[src/rtl/addsub_pkg.sv]
// Shared types and sizing helpers for the pipelined adder/subtractor.
package addsub_pkg;

    typedef enum logic [1:0] {
        ADD = 2'd0,
        SUB = 2'd1,
        ADC = 2'd2,
        SBC = 2'd3
    } addsub_op_e;

    localparam int DEFAULT_WIDTH  = 32;
    localparam int DEFAULT_STAGES = 4;

    function automatic int chunk_width(input int width, input int stages);
        return width / stages;
    endfunction

endpackage

[src/rtl/addsub_pipe_rca_chunk.sv]
// Combinational chunk adder: one CW-bit ripple segment of the pipelined carry chain.
module rca_chunk #(
    parameter int CW = 8
) (
    input  logic [CW-1:0] a,
    input  logic [CW-1:0] b,
    input  logic          cin,
    output logic [CW-1:0] sum,
    output logic          cout,
    output logic          cmsb
);

    assign {cout, sum} = {1'b0, a} + {1'b0, b} + {{CW{1'b0}}, cin};
    // The carry into the MSB is recovered from the MSB sum bit and its operands
    assign cmsb = a[CW-1] ^ b[CW-1] ^ sum[CW-1];

endmodule

[src/rtl/addsub_pipe.sv]
// Pipelined two's-complement add/sub/adc/sbc with valid/ready handshake and N/Z/C/V flags.
// The carry chain is cut into STAGES chunk-wide segments sharing one advance enable.
module addsub_pipe
    import addsub_pkg::*;
#(
    parameter int WIDTH  = DEFAULT_WIDTH,
    parameter int STAGES = DEFAULT_STAGES
) (
    input  logic             i_clk,
    input  logic             i_reset,
    input  logic             i_valid,
    output logic             o_ready,
    input  logic [WIDTH-1:0] i_a,
    input  logic [WIDTH-1:0] i_b,
    input  logic [1:0]       i_op,
    input  logic             i_cin,
    output logic             o_valid,
    input  logic             i_ready,
    output logic [WIDTH-1:0] o_sum,
    output logic             o_cout,
    output logic             o_ovf,
    output logic             o_zero,
    output logic             o_neg
);

    localparam int CW = chunk_width(WIDTH, STAGES);

    logic             adv_s;
    logic [WIDTH-1:0] b_mode_s;
    logic             cin_mode_s;
    logic             out_valid_r;
    logic [WIDTH-1:0] out_sum_r;
    logic             out_cout_r;
    logic             out_ovf_r;
    logic             out_zero_r;
    logic             out_neg_r;

    // Bubbles are never collapsed: every stage moves only when the output slot frees up
    assign adv_s   = !out_valid_r || i_ready;
    assign o_ready = adv_s;

    // Operand B inversion and carry-in selection by mode
    always_comb begin
        b_mode_s   = i_b;
        cin_mode_s = 1'b0;
        case (addsub_op_e'(i_op))
            ADD: begin b_mode_s = i_b;  cin_mode_s = 1'b0;  end
            SUB: begin b_mode_s = ~i_b; cin_mode_s = 1'b1;  end
            ADC: begin b_mode_s = i_b;  cin_mode_s = i_cin; end
            SBC: begin b_mode_s = ~i_b; cin_mode_s = i_cin; end
            default: begin b_mode_s = i_b; cin_mode_s = 1'b0; end
        endcase
    end

    for (genvar s = 0; s < STAGES; s++) begin : g_stage
        // Operand bits not yet added; resolved chunks leave the token as it advances
        localparam int IN_W = WIDTH - s * CW;

        logic [IN_W-1:0]       a_in_s;
        logic [IN_W-1:0]       b_in_s;
        logic                  valid_in_s;
        logic                  carry_in_s;
        logic [CW-1:0]         chunk_sum_s;
        logic                  chunk_cout_s;
        logic [(s+1)*CW-1:0]   sum_s;

        if (s == 0) begin : g_first
            assign a_in_s     = i_a;
            assign b_in_s     = b_mode_s;
            assign valid_in_s = i_valid;
            assign carry_in_s = cin_mode_s;
            assign sum_s      = chunk_sum_s;
        end else begin : g_rest
            assign a_in_s     = g_stage[s-1].g_reg.a_r;
            assign b_in_s     = g_stage[s-1].g_reg.b_r;
            assign valid_in_s = g_stage[s-1].g_reg.valid_r;
            assign carry_in_s = g_stage[s-1].g_reg.carry_r;
            assign sum_s      = {chunk_sum_s, g_stage[s-1].g_reg.sum_r};
        end

        if (s < STAGES - 1) begin : g_reg
            logic                 valid_r;
            logic                 carry_r;
            logic [IN_W-CW-1:0]   a_r;
            logic [IN_W-CW-1:0]   b_r;
            logic [(s+1)*CW-1:0]  sum_r;
            logic                 cmsb_unused;

            rca_chunk #(.CW(CW)) u_chunk (
                .a    (a_in_s[CW-1:0]),
                .b    (b_in_s[CW-1:0]),
                .cin  (carry_in_s),
                .sum  (chunk_sum_s),
                .cout (chunk_cout_s),
                .cmsb (cmsb_unused)
            );

            // Intermediate stage register: partial sum, chunk carry and remaining operands
            always_ff @(posedge i_clk or posedge i_reset) begin
                if (i_reset) begin
                    valid_r <= 1'b0;
                    carry_r <= 1'b0;
                    a_r     <= {(IN_W-CW){1'b0}};
                    b_r     <= {(IN_W-CW){1'b0}};
                    sum_r   <= {((s+1)*CW){1'b0}};
                end else if (adv_s) begin
                    valid_r <= valid_in_s;
                    carry_r <= chunk_cout_s;
                    a_r     <= a_in_s[IN_W-1:CW];
                    b_r     <= b_in_s[IN_W-1:CW];
                    sum_r   <= sum_s;
                end
            end
        end else begin : g_out
            logic chunk_cmsb_s;

            rca_chunk #(.CW(CW)) u_chunk (
                .a    (a_in_s[CW-1:0]),
                .b    (b_in_s[CW-1:0]),
                .cin  (carry_in_s),
                .sum  (chunk_sum_s),
                .cout (chunk_cout_s),
                .cmsb (chunk_cmsb_s)
            );

            // Final stage register: full result plus flags, held while downstream stalls
            always_ff @(posedge i_clk or posedge i_reset) begin
                if (i_reset) begin
                    out_valid_r <= 1'b0;
                    out_sum_r   <= {WIDTH{1'b0}};
                    out_cout_r  <= 1'b0;
                    out_ovf_r   <= 1'b0;
                    out_zero_r  <= 1'b0;
                    out_neg_r   <= 1'b0;
                end else if (adv_s) begin
                    out_valid_r <= valid_in_s;
                    out_sum_r   <= sum_s;
                    out_cout_r  <= chunk_cout_s;
                    out_ovf_r   <= chunk_cmsb_s ^ chunk_cout_s;
                    out_zero_r  <= (sum_s == {WIDTH{1'b0}});
                    out_neg_r   <= sum_s[WIDTH-1];
                end
            end
        end
    end

    assign o_valid = out_valid_r;
    assign o_sum   = out_sum_r;
    assign o_cout  = out_cout_r;
    assign o_ovf   = out_ovf_r;
    assign o_zero  = out_zero_r;
    assign o_neg   = out_neg_r;

endmodule

[config.mk]
export PLATFORM = sky130hd
export DESIGN_NAME = addsub_pipe
export DESIGN_NICKNAME = d
export VERILOG_FILES = /design/src/rtl/addsub_pkg.sv /design/src/rtl/addsub_pipe_rca_chunk.sv /design/src/rtl/addsub_pipe.sv
export SDC_FILE = /design/constraint.sdc
export NUM_CORES = 1
export LEC_CHECK = 0
export BUFFER_PORTS_ARGS = -buffer_cell sky130_fd_sc_hd__buf_2
export CAP_MARGIN = 20
export CORE_MARGIN = 1.5
export CORE_UTILIZATION = 52
export CTS_CLUSTER_SIZE = 14
export DETAILED_ROUTE_END_ITERATION = 6
export PLACE_DENSITY_LB_ADDON = 0.1
export SLEW_MARGIN = 5
export SYNTH_ARGS = -nofsm -noshare
export SYNTH_HDL_FRONTEND = slang
export SYNTH_SLANG_ARGS = --single-unit
[constraint.sdc]
create_clock -name i_clk -period 6.8 [get_ports i_clk]
set_input_delay 1.36 -clock i_clk [delete_from_list [all_inputs] [get_ports i_clk]]
set_output_delay 1.36 -clock i_clk [all_outputs]
set_load 0.005 [all_outputs]
==> out/metrics.cfg <==
[worst_setup_path]
r2r_end=o_zero
max_stage_delay_ns=0.60
end_kind=primary output
cp-start-kind=primary input
crit_arrival_ns=2.85
reg2reg_depth=7
path_max_fanout=80
path_common_cell=buf_2
cp.required_ns=5.44
critical_path.cell_chain=buf_2 -> nor2b_4 -> inv_4 -> buf_2
crit_path_top_delay_cell=nor2b_4
path_class=primary input to primary output
r2r_slack_ns=4.32
rr_startpoint=g_stage[2].g_reg.carry_r

[synth]
synth_cell_type_count=40
async_flop_share_pct=100
synthDominantAreaCellType=dfrtp_1
synth_top_area_share_pct=55.2
syn-num-nets=1039
synth-seq-cells=186
avgSynthCellArea_um2=9.04
yosys_most_used_dff=dfrtp_1
synth_edf_count=0
synth_most_common_cell=nand2_1
synth_cells=932
ys_seq_area_share_pct=55.2
yosys_warnings=0
synth.area.top_cells=dfrtp_1 (55%), nand2_1 (19%), ha_1 (4.2%)
synth_area_um2=8430
synthTopCellsByCount=nand2_1 (429), dfrtp_1 (186), o21ai_0 (46)

[timing]
finalMaxSlewViolations=0
clock-skew-final_ns=0.0205
setup_tns_ns=0
relSlewSlack_pct=40.1
fin_crit_sh_pct=61.9
rsz0062_at_grt=no
hold_viol_final=0
min_period_ns=4.21
tightest_slew_ns=0.899
setup_viol=0
max_freq_mhz=237

[floorplanning]
ioPinCount=109
row_count=46
coreArea_um2=15900
initial_utilization_pct=53.1
dieArea_um2=17000
die_y_um=130
die_width_um=130

[power]
power_density_nw_per_um2=462
vdd_drop_max_uv=216
leakage_nw=5.02

[drt]
drc_errors=0
ant_nets=0
num_vias=6041
wl_per_cell_um=12.9
drt-total-wl_um=16100
dr.pass1.iters=4
drt_iter0_drc=334
viasPerCell=4.84

[clock_tree]
postCtsHoldBufs=0
clk_pin_slew_worst_paths_ns=0.06
h-tree-depth=4
post_cts_buffers=0
clkSinkCount=186
cts_resized=0
cts_tree=built
clockBufferDepth=2
clk_latency_ns=0.44
cts_made_buffers=17
cts_root_buf=clkbuf_16

[final_layout]
seqCellArea_um2=4650
nets=1126
drive_gt1_share_pct=14.4
antennaDiodeCount=0
fillCellCount=1449
multi_input_area_um2=3500
final_cell_area_um2=9690
synthToLayoutAreaGrowth_pct=15.0

[global_routing]
antenna_found_initial=0
grt_first_pass_wirelength_um=27400
grt_usage_pct=20.6
grt_max_degree=129
grt_pass1_vias=5632
grt-ovfl-total=0

[worst_hold_path]
worstHoldPathCells=2
min_path_type=register to register
min_to=o_sum[5]
min_from=o_sum[5]

[placement]
port_buffers=108
dpl-instance-area_um2=9090
place_congestion=0.809
dp_hpwl_um=10500

[status]
status=complete, no violations

[run]
cap_viol_max_count=0

logic make-up after synthesis:
group / synth area share, %
simple gates: 22.7
buf+inv: 3.36
compound gates: 7.44
fa+ha+maj: 6.06
xor+xnor: 5.09
flops: 55.2
mux: 0.134
critical path, delay by kind of cell:
family        cells  cell delay (ns)
buf+inv           3             0.87
simple gates      1             0.60
registers in the layout, indices dropped and copies added (netlist names):
signal and flops:
g_stage.g_reg.valid_r 3, g_stage.g_reg.carry_r 3, g_stage.g_reg.b_r 48, g_stage.g_reg.sum_r 48
g_stage.g_reg.a_r 48, o_sum 32, o_zero 1, o_ovf 1
o_valid 1, o_cout 1
routing by layer:
layer	GRT usage [%]	vias up	part of all wire, %
li1	-	3135	-
met5	0	-	0
met4	6.08	0	0.84
met3	4.47	8	3.3
met2	28.3	95	42
met1	32.6	2803	54
power by group:
group | switching [mW] | total [mW] | internal, mW
clock network | 0.401 | 1.00 | 0.603
logic | 0.892 | 1.56 | 0.670
registers | 0.313 | 1.91 | 1.60
worst max-delay path by stage:
| stage | start | endpoint | slack [ns] | depth (start not counted) |
|---|---|---|---|---|
| after floorplan | i_reset | g_stage[0].g_reg.a_r[0] | 0.38 | 1 |
| after global placement | i_ready | o_ready | 2.59 | 4 |
| after detailed placement | i_ready | o_ready | 2.57 | 4 |
| after CTS | i_ready | o_ready | 2.57 | 4 |
| after global routing | i_ready | o_ready | 2.44 | 4 |
| final | i_ready | o_ready | 2.59 | 4 |
per-stage QoR:
step	util, %	power (mW)	std cells	setup slack, ns	hold WS [ns]
final	61.0	4.48	1247	2.59	0.457
after CTS	61.0	4.53	1247	2.57	0.464
after floorplan	-	3.05	932	0.383	0.430
after global routing	61.0	4.88	1247	2.44	0.486
after detailed placement	57.2	3.51	1216	2.57	0.451
after global placement	57.2	3.47	1216	2.59	0.445
final cells by class:
type | count | area share, %
tap | 216 | 2.79
inverter | 22 | 0.956
clock inverter | 8 | 1.21
clock buffer | 23 | 4.93
sequential | 186 | 48.0
multi-input combinational | 679 | 36.1
timing repair buffer | 113 | 5.97
layout by cell type, fill, tap and decap left out, drive strengths merged, types with 12 or more instances in the layout:
master | netlist | routed
dfrtp | 186 | 186
nand2 | 429 | 429
a21oi | 18 | 18
ha | 28 | 28
o21ai | 47 | 47
xor2 | 16 | 16
inv | 22 | 22
xnor2 | 33 | 33
nor2 | 28 | 28
clkbuf | 17 | 23
nor3 | 12 | 12
buf | 28 | 113
Power figures use the tool's default switching activity.
